## config.mk

```make
export PLATFORM = sky130hd
export DESIGN_NAME = mini_core_pipe_ctrl_flat
export DESIGN_NICKNAME = d
export VERILOG_FILES = /design/src/rtl/mini_core_pipe_ctrl_if.sv /design/src/rtl/mini_core_pipe_ctrl.sv /design/src/flat_wrapper.sv
export SDC_FILE = /design/constraint.sdc
export NUM_CORES = 1
export LEC_CHECK = 0
export CAP_MARGIN = 30
export CORE_ASPECT_RATIO = 1.2
export CORE_MARGIN = 5
export CORE_UTILIZATION = 49
export CTS_CLUSTER_DIAMETER = 60
export DETAILED_ROUTE_END_ITERATION = 6
export PLACE_DENSITY = 0.81
export RECOVER_POWER = 25
export SYNTH_ARGS = -nofsm -noshare
export SYNTH_HDL_FRONTEND = slang
export SYNTH_SLANG_ARGS = --single-unit
```

## constraint.sdc

```tcl
create_clock -name Clock -period 3.2 [get_ports Clock]
set_clock_uncertainty 0.2 [all_clocks]
set_input_delay 0.48 -clock Clock [delete_from_list [all_inputs] [get_ports Clock]]
set_output_delay 0.48 -clock Clock [all_outputs]
set_load 0.05 [all_outputs]
```

## src/rtl/mini_core_pipe_ctrl_if.sv

```systemverilog
// Hazard/handshake bundle between the mini-core pipeline and its stall/flush sequencer.
// The controller takes the slave side; the pipeline datapath takes the master side.
interface mini_core_pipe_ctrl_if #(
  parameter int unsigned CNT_W = 16
);
  logic [4:0]       RegSrc1Q101H;
  logic [4:0]       RegSrc2Q101H;
  logic             Uses1Q101H;
  logic             Uses2Q101H;
  logic             MemRdEnQ102H;
  logic [4:0]       RegDstQ102H;
  logic             BranchQ102H;
  logic             JumpQ102H;
  logic             BranchCondMetQ102H;
  logic             DMemReqQ103H;
  logic             DMemAckQ103H;
  logic             ReadyQ100H;
  logic             ReadyQ101H;
  logic             ReadyQ102H;
  logic             ReadyQ103H;
  logic             BubbleQ102H;
  logic             FlushQ101H;
  logic             SelNextPcQ102H;
  logic             MemTimeoutErr;
  logic [CNT_W-1:0] StallCnt;
  logic [CNT_W-1:0] FlushCnt;
  logic [1:0]       State;

  modport slave (
    input  RegSrc1Q101H, RegSrc2Q101H, Uses1Q101H, Uses2Q101H, MemRdEnQ102H, RegDstQ102H,
    input  BranchQ102H, JumpQ102H, BranchCondMetQ102H, DMemReqQ103H, DMemAckQ103H,
    output ReadyQ100H, ReadyQ101H, ReadyQ102H, ReadyQ103H, BubbleQ102H, FlushQ101H,
    output SelNextPcQ102H, MemTimeoutErr, StallCnt, FlushCnt, State
  );

  modport master (
    output RegSrc1Q101H, RegSrc2Q101H, Uses1Q101H, Uses2Q101H, MemRdEnQ102H, RegDstQ102H,
    output BranchQ102H, JumpQ102H, BranchCondMetQ102H, DMemReqQ103H, DMemAckQ103H,
    input  ReadyQ100H, ReadyQ101H, ReadyQ102H, ReadyQ103H, BubbleQ102H, FlushQ101H,
    input  SelNextPcQ102H, MemTimeoutErr, StallCnt, FlushCnt, State
  );
endinterface

```

## src/rtl/mini_core_pipe_ctrl.sv

```systemverilog
// Central stall/flush sequencer: per-stage Ready enables, Q102H bubbles, Q101H kill and PC redirect
// from load-use hazards, taken branches/jumps and data-memory wait states. Priority is
// MemStall > Taken > pending flush bubbles > LoadUse.
module mini_core_pipe_ctrl #(
  parameter int unsigned FLUSH_CYCLES = 2,
  parameter int unsigned MEM_TIMEOUT  = 255,
  parameter int unsigned CNT_W        = 16
) (
  input logic                 Clock,
  input logic                 Rst,
  mini_core_pipe_ctrl_if.slave bus
);

  typedef enum logic [1:0] {
    StRun     = 2'd0,
    StLdStall = 2'd1,
    StMemWait = 2'd2,
    StFlush   = 2'd3
  } state_e;

  localparam logic [2:0] FlushInit = 3'(FLUSH_CYCLES - 1);
  localparam logic [7:0] MemTo     = 8'(MEM_TIMEOUT);

  state_e           state_q, state_d;
  logic [2:0]       flush_left_q, flush_left_d;
  logic [7:0]       mem_wait_q, mem_wait_d;
  logic             err_q, err_d;
  logic [CNT_W-1:0] stall_cnt_q, stall_cnt_d;
  logic [CNT_W-1:0] flush_cnt_q, flush_cnt_d;

  logic mem_stall, load_use, taken, flush_inc;
  logic rdy_fetch, rdy_exe, bubble, flush, sel_pc;

  assign mem_stall = bus.DMemReqQ103H & ~bus.DMemAckQ103H;
  assign taken     = bus.JumpQ102H | (bus.BranchQ102H & bus.BranchCondMetQ102H);
  // LD_STALL never re-detects: the bubble it inserted now occupies Q102H.
  assign load_use  = bus.MemRdEnQ102H & (bus.RegDstQ102H != 5'd0) & (state_q != StLdStall) &
                     ((bus.Uses1Q101H & (bus.RegSrc1Q101H == bus.RegDstQ102H)) |
                      (bus.Uses2Q101H & (bus.RegSrc2Q101H == bus.RegDstQ102H)));

  // Next-state and hazard outputs, resolved in priority order.
  always_comb begin
    rdy_fetch    = 1'b1;
    rdy_exe      = 1'b1;
    bubble       = 1'b0;
    flush        = 1'b0;
    sel_pc       = 1'b0;
    flush_inc    = 1'b0;
    state_d      = StRun;
    flush_left_d = flush_left_q;
    mem_wait_d   = '0;
    err_d        = err_q;
    if (mem_stall) begin
      // Whole pipe frozen; redirect/load-use re-evaluated on the ack cycle.
      rdy_fetch  = 1'b0;
      rdy_exe    = 1'b0;
      state_d    = StMemWait;
      mem_wait_d = (mem_wait_q == MemTo) ? mem_wait_q : mem_wait_q + 8'd1;
      if (mem_wait_d == MemTo) err_d = 1'b1;
    end else if (taken) begin
      bubble    = 1'b1;
      flush     = 1'b1;
      sel_pc    = 1'b1;
      flush_inc = 1'b1;
      if (FLUSH_CYCLES > 1) begin
        state_d      = StFlush;
        flush_left_d = FlushInit;
      end else begin
        flush_left_d = 3'd0;
      end
    end else if (flush_left_q != 3'd0) begin
      // Keyed on the counter, not the state, so a flush frozen by MEM_WAIT resumes after ack.
      bubble       = 1'b1;
      flush        = 1'b1;
      flush_left_d = flush_left_q - 3'd1;
      state_d      = (flush_left_d != 3'd0) ? StFlush : StRun;
    end else if (load_use) begin
      rdy_fetch = 1'b0;
      bubble    = 1'b1;
      state_d   = StLdStall;
    end
    stall_cnt_d = stall_cnt_q;
    if (!rdy_fetch && (stall_cnt_q != '1)) stall_cnt_d = stall_cnt_q + 1'b1;
    flush_cnt_d = flush_cnt_q;
    if (flush_inc && (flush_cnt_q != '1)) flush_cnt_d = flush_cnt_q + 1'b1;
  end

  // State, wait/flush counters, sticky error and performance counters.
  always_ff @(posedge Clock or posedge Rst) begin
    if (Rst) begin
      state_q      <= StRun;
      flush_left_q <= 3'd0;
      mem_wait_q   <= 8'd0;
      err_q        <= 1'b0;
      stall_cnt_q  <= '0;
      flush_cnt_q  <= '0;
    end else begin
      state_q      <= state_d;
      flush_left_q <= flush_left_d;
      mem_wait_q   <= mem_wait_d;
      err_q        <= err_d;
      stall_cnt_q  <= stall_cnt_d;
      flush_cnt_q  <= flush_cnt_d;
    end
  end

  assign bus.ReadyQ100H     = rdy_fetch;
  assign bus.ReadyQ101H     = rdy_fetch;
  assign bus.ReadyQ102H     = rdy_exe;
  assign bus.ReadyQ103H     = rdy_exe;
  assign bus.BubbleQ102H    = bubble;
  assign bus.FlushQ101H     = flush;
  assign bus.SelNextPcQ102H = sel_pc;
  assign bus.MemTimeoutErr  = err_q;
  assign bus.StallCnt       = stall_cnt_q;
  assign bus.FlushCnt       = flush_cnt_q;
  assign bus.State          = state_q;

endmodule

```

## src/flat_wrapper.sv

```systemverilog
// flat-port wrapper written by rule: the top's interface ports become plain ports
module mini_core_pipe_ctrl_flat 
#(
  parameter int unsigned FLUSH_CYCLES = 2,
  parameter int unsigned MEM_TIMEOUT  = 255,
  parameter int unsigned CNT_W        = 16
)
  (Clock, Rst, bus_RegSrc1Q101H, bus_RegSrc2Q101H, bus_Uses1Q101H, bus_Uses2Q101H, bus_MemRdEnQ102H, bus_RegDstQ102H, bus_BranchQ102H, bus_JumpQ102H, bus_BranchCondMetQ102H, bus_DMemReqQ103H, bus_DMemAckQ103H, bus_ReadyQ100H, bus_ReadyQ101H, bus_ReadyQ102H, bus_ReadyQ103H, bus_BubbleQ102H, bus_FlushQ101H, bus_SelNextPcQ102H, bus_MemTimeoutErr, bus_StallCnt, bus_FlushCnt, bus_State);
  mini_core_pipe_ctrl_if #(.CNT_W(CNT_W)) bus_i ();
  input logic Clock;
  input logic Rst;
  input wire logic [$bits(bus_i.RegSrc1Q101H)-1:0] bus_RegSrc1Q101H;
  input wire logic [$bits(bus_i.RegSrc2Q101H)-1:0] bus_RegSrc2Q101H;
  input wire logic [$bits(bus_i.Uses1Q101H)-1:0] bus_Uses1Q101H;
  input wire logic [$bits(bus_i.Uses2Q101H)-1:0] bus_Uses2Q101H;
  input wire logic [$bits(bus_i.MemRdEnQ102H)-1:0] bus_MemRdEnQ102H;
  input wire logic [$bits(bus_i.RegDstQ102H)-1:0] bus_RegDstQ102H;
  input wire logic [$bits(bus_i.BranchQ102H)-1:0] bus_BranchQ102H;
  input wire logic [$bits(bus_i.JumpQ102H)-1:0] bus_JumpQ102H;
  input wire logic [$bits(bus_i.BranchCondMetQ102H)-1:0] bus_BranchCondMetQ102H;
  input wire logic [$bits(bus_i.DMemReqQ103H)-1:0] bus_DMemReqQ103H;
  input wire logic [$bits(bus_i.DMemAckQ103H)-1:0] bus_DMemAckQ103H;
  output wire logic [$bits(bus_i.ReadyQ100H)-1:0] bus_ReadyQ100H;
  output wire logic [$bits(bus_i.ReadyQ101H)-1:0] bus_ReadyQ101H;
  output wire logic [$bits(bus_i.ReadyQ102H)-1:0] bus_ReadyQ102H;
  output wire logic [$bits(bus_i.ReadyQ103H)-1:0] bus_ReadyQ103H;
  output wire logic [$bits(bus_i.BubbleQ102H)-1:0] bus_BubbleQ102H;
  output wire logic [$bits(bus_i.FlushQ101H)-1:0] bus_FlushQ101H;
  output wire logic [$bits(bus_i.SelNextPcQ102H)-1:0] bus_SelNextPcQ102H;
  output wire logic [$bits(bus_i.MemTimeoutErr)-1:0] bus_MemTimeoutErr;
  output wire logic [$bits(bus_i.StallCnt)-1:0] bus_StallCnt;
  output wire logic [$bits(bus_i.FlushCnt)-1:0] bus_FlushCnt;
  output wire logic [$bits(bus_i.State)-1:0] bus_State;
  assign bus_i.RegSrc1Q101H = bus_RegSrc1Q101H;
  assign bus_i.RegSrc2Q101H = bus_RegSrc2Q101H;
  assign bus_i.Uses1Q101H = bus_Uses1Q101H;
  assign bus_i.Uses2Q101H = bus_Uses2Q101H;
  assign bus_i.MemRdEnQ102H = bus_MemRdEnQ102H;
  assign bus_i.RegDstQ102H = bus_RegDstQ102H;
  assign bus_i.BranchQ102H = bus_BranchQ102H;
  assign bus_i.JumpQ102H = bus_JumpQ102H;
  assign bus_i.BranchCondMetQ102H = bus_BranchCondMetQ102H;
  assign bus_i.DMemReqQ103H = bus_DMemReqQ103H;
  assign bus_i.DMemAckQ103H = bus_DMemAckQ103H;
  assign bus_ReadyQ100H = bus_i.ReadyQ100H;
  assign bus_ReadyQ101H = bus_i.ReadyQ101H;
  assign bus_ReadyQ102H = bus_i.ReadyQ102H;
  assign bus_ReadyQ103H = bus_i.ReadyQ103H;
  assign bus_BubbleQ102H = bus_i.BubbleQ102H;
  assign bus_FlushQ101H = bus_i.FlushQ101H;
  assign bus_SelNextPcQ102H = bus_i.SelNextPcQ102H;
  assign bus_MemTimeoutErr = bus_i.MemTimeoutErr;
  assign bus_StallCnt = bus_i.StallCnt;
  assign bus_FlushCnt = bus_i.FlushCnt;
  assign bus_State = bus_i.State;
  mini_core_pipe_ctrl #(.FLUSH_CYCLES(FLUSH_CYCLES), .MEM_TIMEOUT(MEM_TIMEOUT), .CNT_W(CNT_W)) u_core (.Clock(Clock), .Rst(Rst), .bus(bus_i));
endmodule
```

; ---- Word level (Yosys, flattened, before mapping)
; Index checks and enable logic that the tools add are counted.
; Widths: inputs -> output; s select.
[word_totals]
inputBits = 25
elab_cells = 60
output_inout_bits = 42
ff_bits = 46
[classes]
n_mux = 23
reduce_logical = 9
addsub = 4
bitwise_logic = 11
eq_ne = 7
[op_table]
columns = op, count
row1 = $add 16x1->16 const B, 2
row2 = $ne 16x16->1 const B, 2
row3 = $eq 8x8->1 const B, 2
row4 = $mux 8, 2
row5 = $mux 1, 15
row6 = $eq 5x5->1, 2
row7 = $add 8x1->8 const B, 1
row8 = $mux 2, 4
row9 = $and 1x1->1, 7
row10 = $mux 3, 2
row11 = $reduce_bool 3->1, 2
row12 = $reduce_bool 5->1, 1
row13 = $reduce_and 2->1, 2
row14 = $sub 3x1->3 const B, 1
row15 = $logic_and 1x1->1, 2
row16 = $ne 2x1->1 const B, 1
row17 = $not 1->1, 2
row18 = $or 1x1->1, 2
row19 = $reduce_bool 2->1, 1
row20 = $logic_not 1->1, 1

; ---- Depth between registers and ports, before layout
[depth]
depth_word = 10
depth_mapped = 8
mapped_depth_nobuf = 8

; ---- Worst setup path before layout
; Ideal clock, no wire load.
[synth_timing]
path_kind = input to register
from = input bus_DMemReqQ103H
to = register u_core.flush_cnt_q[7] (netlist: u_core.bus.FlushCnt[7])
arrival_ps = 2350
setup_slack_ps = 509
required_time_ps = 2859
cell_stages = 8
setup_ps = 141
cell_sequence = nor2b_1 buf_2 nor2_1 a21boi_2 and2_0 buf_2 nand4_1 xnor2_1
[synth_via]
elab_chain_len = 3
[synth_lines]
columns = item, line_no
row1 = "start, declared", flat_wrapper.sv:21  ; input wire logic [$bits(bus_i.DMemReqQ103H)-1:0] bus_DMemReqQ103H;
row2 = $and 1x1->1, mini_core_pipe_ctrl.sv:34  ; assign mem_stall = bus.DMemReqQ103H & ~bus.DMemAckQ103H;
row3 = $mux 1, -
row4 = net bus_SelNextPcQ102H, flat_wrapper.sv:29  ; output wire logic [$bits(bus_i.SelNextPcQ102H)-1:0] bus_SelNextPcQ102H;
row5 = $logic_and 1x1->1, mini_core_pipe_ctrl.sv:85  ; if (flush_inc && (flush_cnt_q != '1)) flush_cnt_d = flush_cnt_q + 1'b1;
row6 = "end signal, assigned", mini_core_pipe_ctrl.sv:103  ; flush_cnt_q <= flush_cnt_d;
row7 = "end, declared", mini_core_pipe_ctrl.sv:29  ; logic [CNT_W-1:0] flush_cnt_q, flush_cnt_d;
; The timed path passes the listed nets, and every way through them passes these cells.
; A chain may end at the register's enable or synchronous reset.

; ---- Worst setup path in the final report
[layout_timing]
from = input bus_DMemReqQ103H
to = output bus_FlushQ101H
[layout_via]
elab_chain_len = 2
[layout_lines]
columns = item, line_no
row1 = $and 1x1->1, mini_core_pipe_ctrl.sv:34
row2 = $mux 1, mini_core_pipe_ctrl.sv:53  ; if (mem_stall) begin
row3 = "end, declared", flat_wrapper.sv:28  ; output wire logic [$bits(bus_i.FlushQ101H)-1:0] bus_FlushQ101H;
; Every way passes these cells.

==> impl_metrics.tcl <==
set metrics [dict create \
    clock-sinks 46 \
    ctsLongestPathBuffers 2 \
    clk_latency_ns 0.31 \
    worstPathRequired_ns 2.52 \
    final_common_cell "clkdlybuf4s50_1" \
    rsz0062_at_grt "no" \
    path_clk_slew_ns 0.09 \
    ant_nets 0 \
    grt_pass1_vias 2128 \
    drc 0 \
    insertedDiodeCount 0 \
    peakVddDrop_uv 573 \
    power_density_nw_per_um2 669 \
    drtIter0Drc 150 \
    final_nets 350 \
    outcome "finished clean" \
    die_w_um 75.6 \
    slew_headroom_pct 51.8 \
    synthCells 251 \
    syn_nets 282 \
    period_share_pct 84.1 \
    cts_tree "built" \
    gr-total-overflow 0 \
    core_area_um2 4970 \
    fin_cells 380 \
    end_kind "output port" \
    routed_wl_um 5430 \
    numPortBuffers 66 \
    fmax_mhz 371 \
    register_area_um2 1150 \
    path_class "input port to output port" \
    drive_above_1_share_pct 9.06 \
    place_ws_ns 0.505 \
    place_hpwl_um 4140 \
    ys_seq_area_share_pct 45.5 \
    slew_violations 0 \
    wire_per_inst_um 14.3 \
    cts.htree.levels 2 \
    dr.pass1.iters 4 \
    grt_max_degree 31 \
    io_pins 67 \
    fin_tns_setup_ns 0 \
    nFillCells 416 \
    arrival_ns 2.01 \
    mostFrequentLayoutCells "clkdlybuf4s50_1 (58), dfrtp_1 (46), xnor2_1 (25)" \
    netlist_area_um2 2530 \
    cpPeakStageDelay_ns 0.46 \
    syn_to_final_growth_pct 31.9 \
    cts_buffers 5 \
    crit_fanout 9 \
    gp_congestion 0.850 \
    cts_resized 0 \
    grt_usage_pct 18.3 \
    dieArea_um2 6710 \
    start_util_pct 50.9 \
    hold_viol 0 \
    die_h_um 88.7 \
    place_inst 372 \
    hold_path_class "flip-flop to flip-flop" \
    post_cts_buffers 0 \
    crit_path_cell_trace "clkdlybuf4s50_1 -> nor2b_1 -> clkinv_1 -> nand2_1 -> inv_1 -> buf_4" \
    vias 2071 \
    cpMaxStageDelayCell "nor2b_1" \
    yosys_register_bits 46 \
    start_kind "input port" \
    vias_per_cell 5.45 \
    fin_ws_ns 0.508 \
    antenna_found_initial 0 \
    worst_pin_slew_ns 0.723 \
    placementRows 28 \
    ys_types 46 \
    cts_hold_buf 0 \
    synth_area_per_cell_um2 10.1 \
    fin_crit_ns 2.69 \
    finalSetupViolations 0 \
    root_buffer "clkbuf_8" \
    ys_warn_count 0 \
    grt_pass1_wl_um 9540 \
    maxCapViolations 0 \
    p_leak_nw 1.39 \
    multi_input_area_um2 1300 \
]
## synthesized netlist by cell type, drive strengths merged
cell type	number	share of area [%]
a41o	1	0.40
a21oi	4	0.79
nor4	4	2.4
and2	5	1.2
nand2	20	3.0
nor3	10	2.6
a211oi	1	0.30
nor2b	1	0.25
xnor2	25	8.7
mux2	2	0.89
clkinv	1	0.15
and4	2	0.69
a21boi	1	0.45
o21ai	12	2.4
nand4	10	3.1
o21a	1	0.30
a31oi	5	1.2
nor3b	4	1.2
or3	1	0.25
ha	6	3.0
a41oi	1	0.35
xor2	19	6.6
a22oi	1	0.30
mux2i	2	0.79
nand3	17	3.4
o22ai	1	0.49
buf	6	1.6
a211o	1	0.35
nor2	21	3.2
nor4b	1	0.35
nand2b	5	1.2
inv	7	1.0
and3	4	0.99
clkbuf	2	0.35
a21o	1	0.30
dfrtp	46	45
## worst max-delay path: cells and delay by family
kind	cells	cell delay [ns]
buffers and inverters	4	0.92
AND/OR/NAND/NOR	2	0.61
## layout make-up
type                            count  share of cell area, %
Multi-Input combinational cell    189                   38.9
Sequential cell                    46                   34.5
Timing Repair Buffer               69                   20.6
Tap cell                           60                   2.25
Clock buffer                        5                   2.06
Inverter                            8                  0.900
Clock inverter                      3                  0.750
## metrics by stage
| stage | power [W] | hold slack [ns] | utilization [%] | cell area, um^2 |
|---|---|---|---|---|
| 6_report | 0.00223 | 0.279 | 67.1 | 3340 |
| 3_5_place_dp | 0.00187 | 0.258 | 65.2 | 3250 |
| 5_1_grt | 0.00237 | 0.316 | 67.1 | 3340 |
| 3_3_place_gp | 0.00185 | 0.252 | 65.2 | 3250 |
| 2_1_floorplan | 0.00152 | 0.280 | - | 2530 |
| 4_1_cts | 0.00224 | 0.255 | 67.1 | 3340 |
## power breakdown
part           total (W)  leakage, nW  internal, W  switching, W
clock           0.000372       0.0447     0.000158      0.000214
combinational    0.00102        0.761     0.000368      0.000648
sequential      0.000843        0.589     0.000702      0.000141
## layer usage
layer | wire length [um] | track usage (%) | up-vias
met5 | 0 | 0 | -
met4 | 87 | 5.88 | 0
met3 | 335 | 4.32 | 11
met2 | 2730 | 30.7 | 61
met1 | 2280 | 23.1 | 999
li1 | - | - | 1000
## flip-flops by register name, indices dropped and copies added, names as in the netlist
| register | cells |
|---|---|
| u_core.bus.State | 2 |
| u_core.bus.MemTimeoutErr | 1 |
| u_core.flush_left_q | 3 |
| u_core.mem_wait_q | 8 |
| u_core.bus.StallCnt | 16 |
| u_core.bus.FlushCnt | 16 |
## kinds of logic (layout without fill, tap and decap cells)
family | after synthesis | in the layout | synth area share (%)
simple gates | 105 | 105 | 23.8
xor+xnor | 44 | 44 | 15.2
compound gates | 30 | 30 | 7.62
buf+inv | 16 | 85 | 3.16
mux | 4 | 4 | 1.68
flops | 46 | 46 | 45.5
fa+ha+maj | 6 | 6 | 2.97
## final timing paths
path	from	endpoint	slack, ns	depth (start not counted)
worst max register to register	u_core.mem_wait_q[0]	u_core.bus.MemTimeoutErr	0.90	7
max in group asynchronous	Rst	u_core.bus.StallCnt[5]	1.19	3
min in group asynchronous	Rst	u_core.mem_wait_q[6]	0.48	2
worst min-delay path	u_core.bus.MemTimeoutErr	u_core.bus.MemTimeoutErr	0.28	1
worst max-delay path	bus_DMemReqQ103H	bus_FlushQ101H	0.51	6
worst min register to register	u_core.bus.MemTimeoutErr	u_core.bus.MemTimeoutErr	0.28	1
Power figures use the tool's default switching activity.
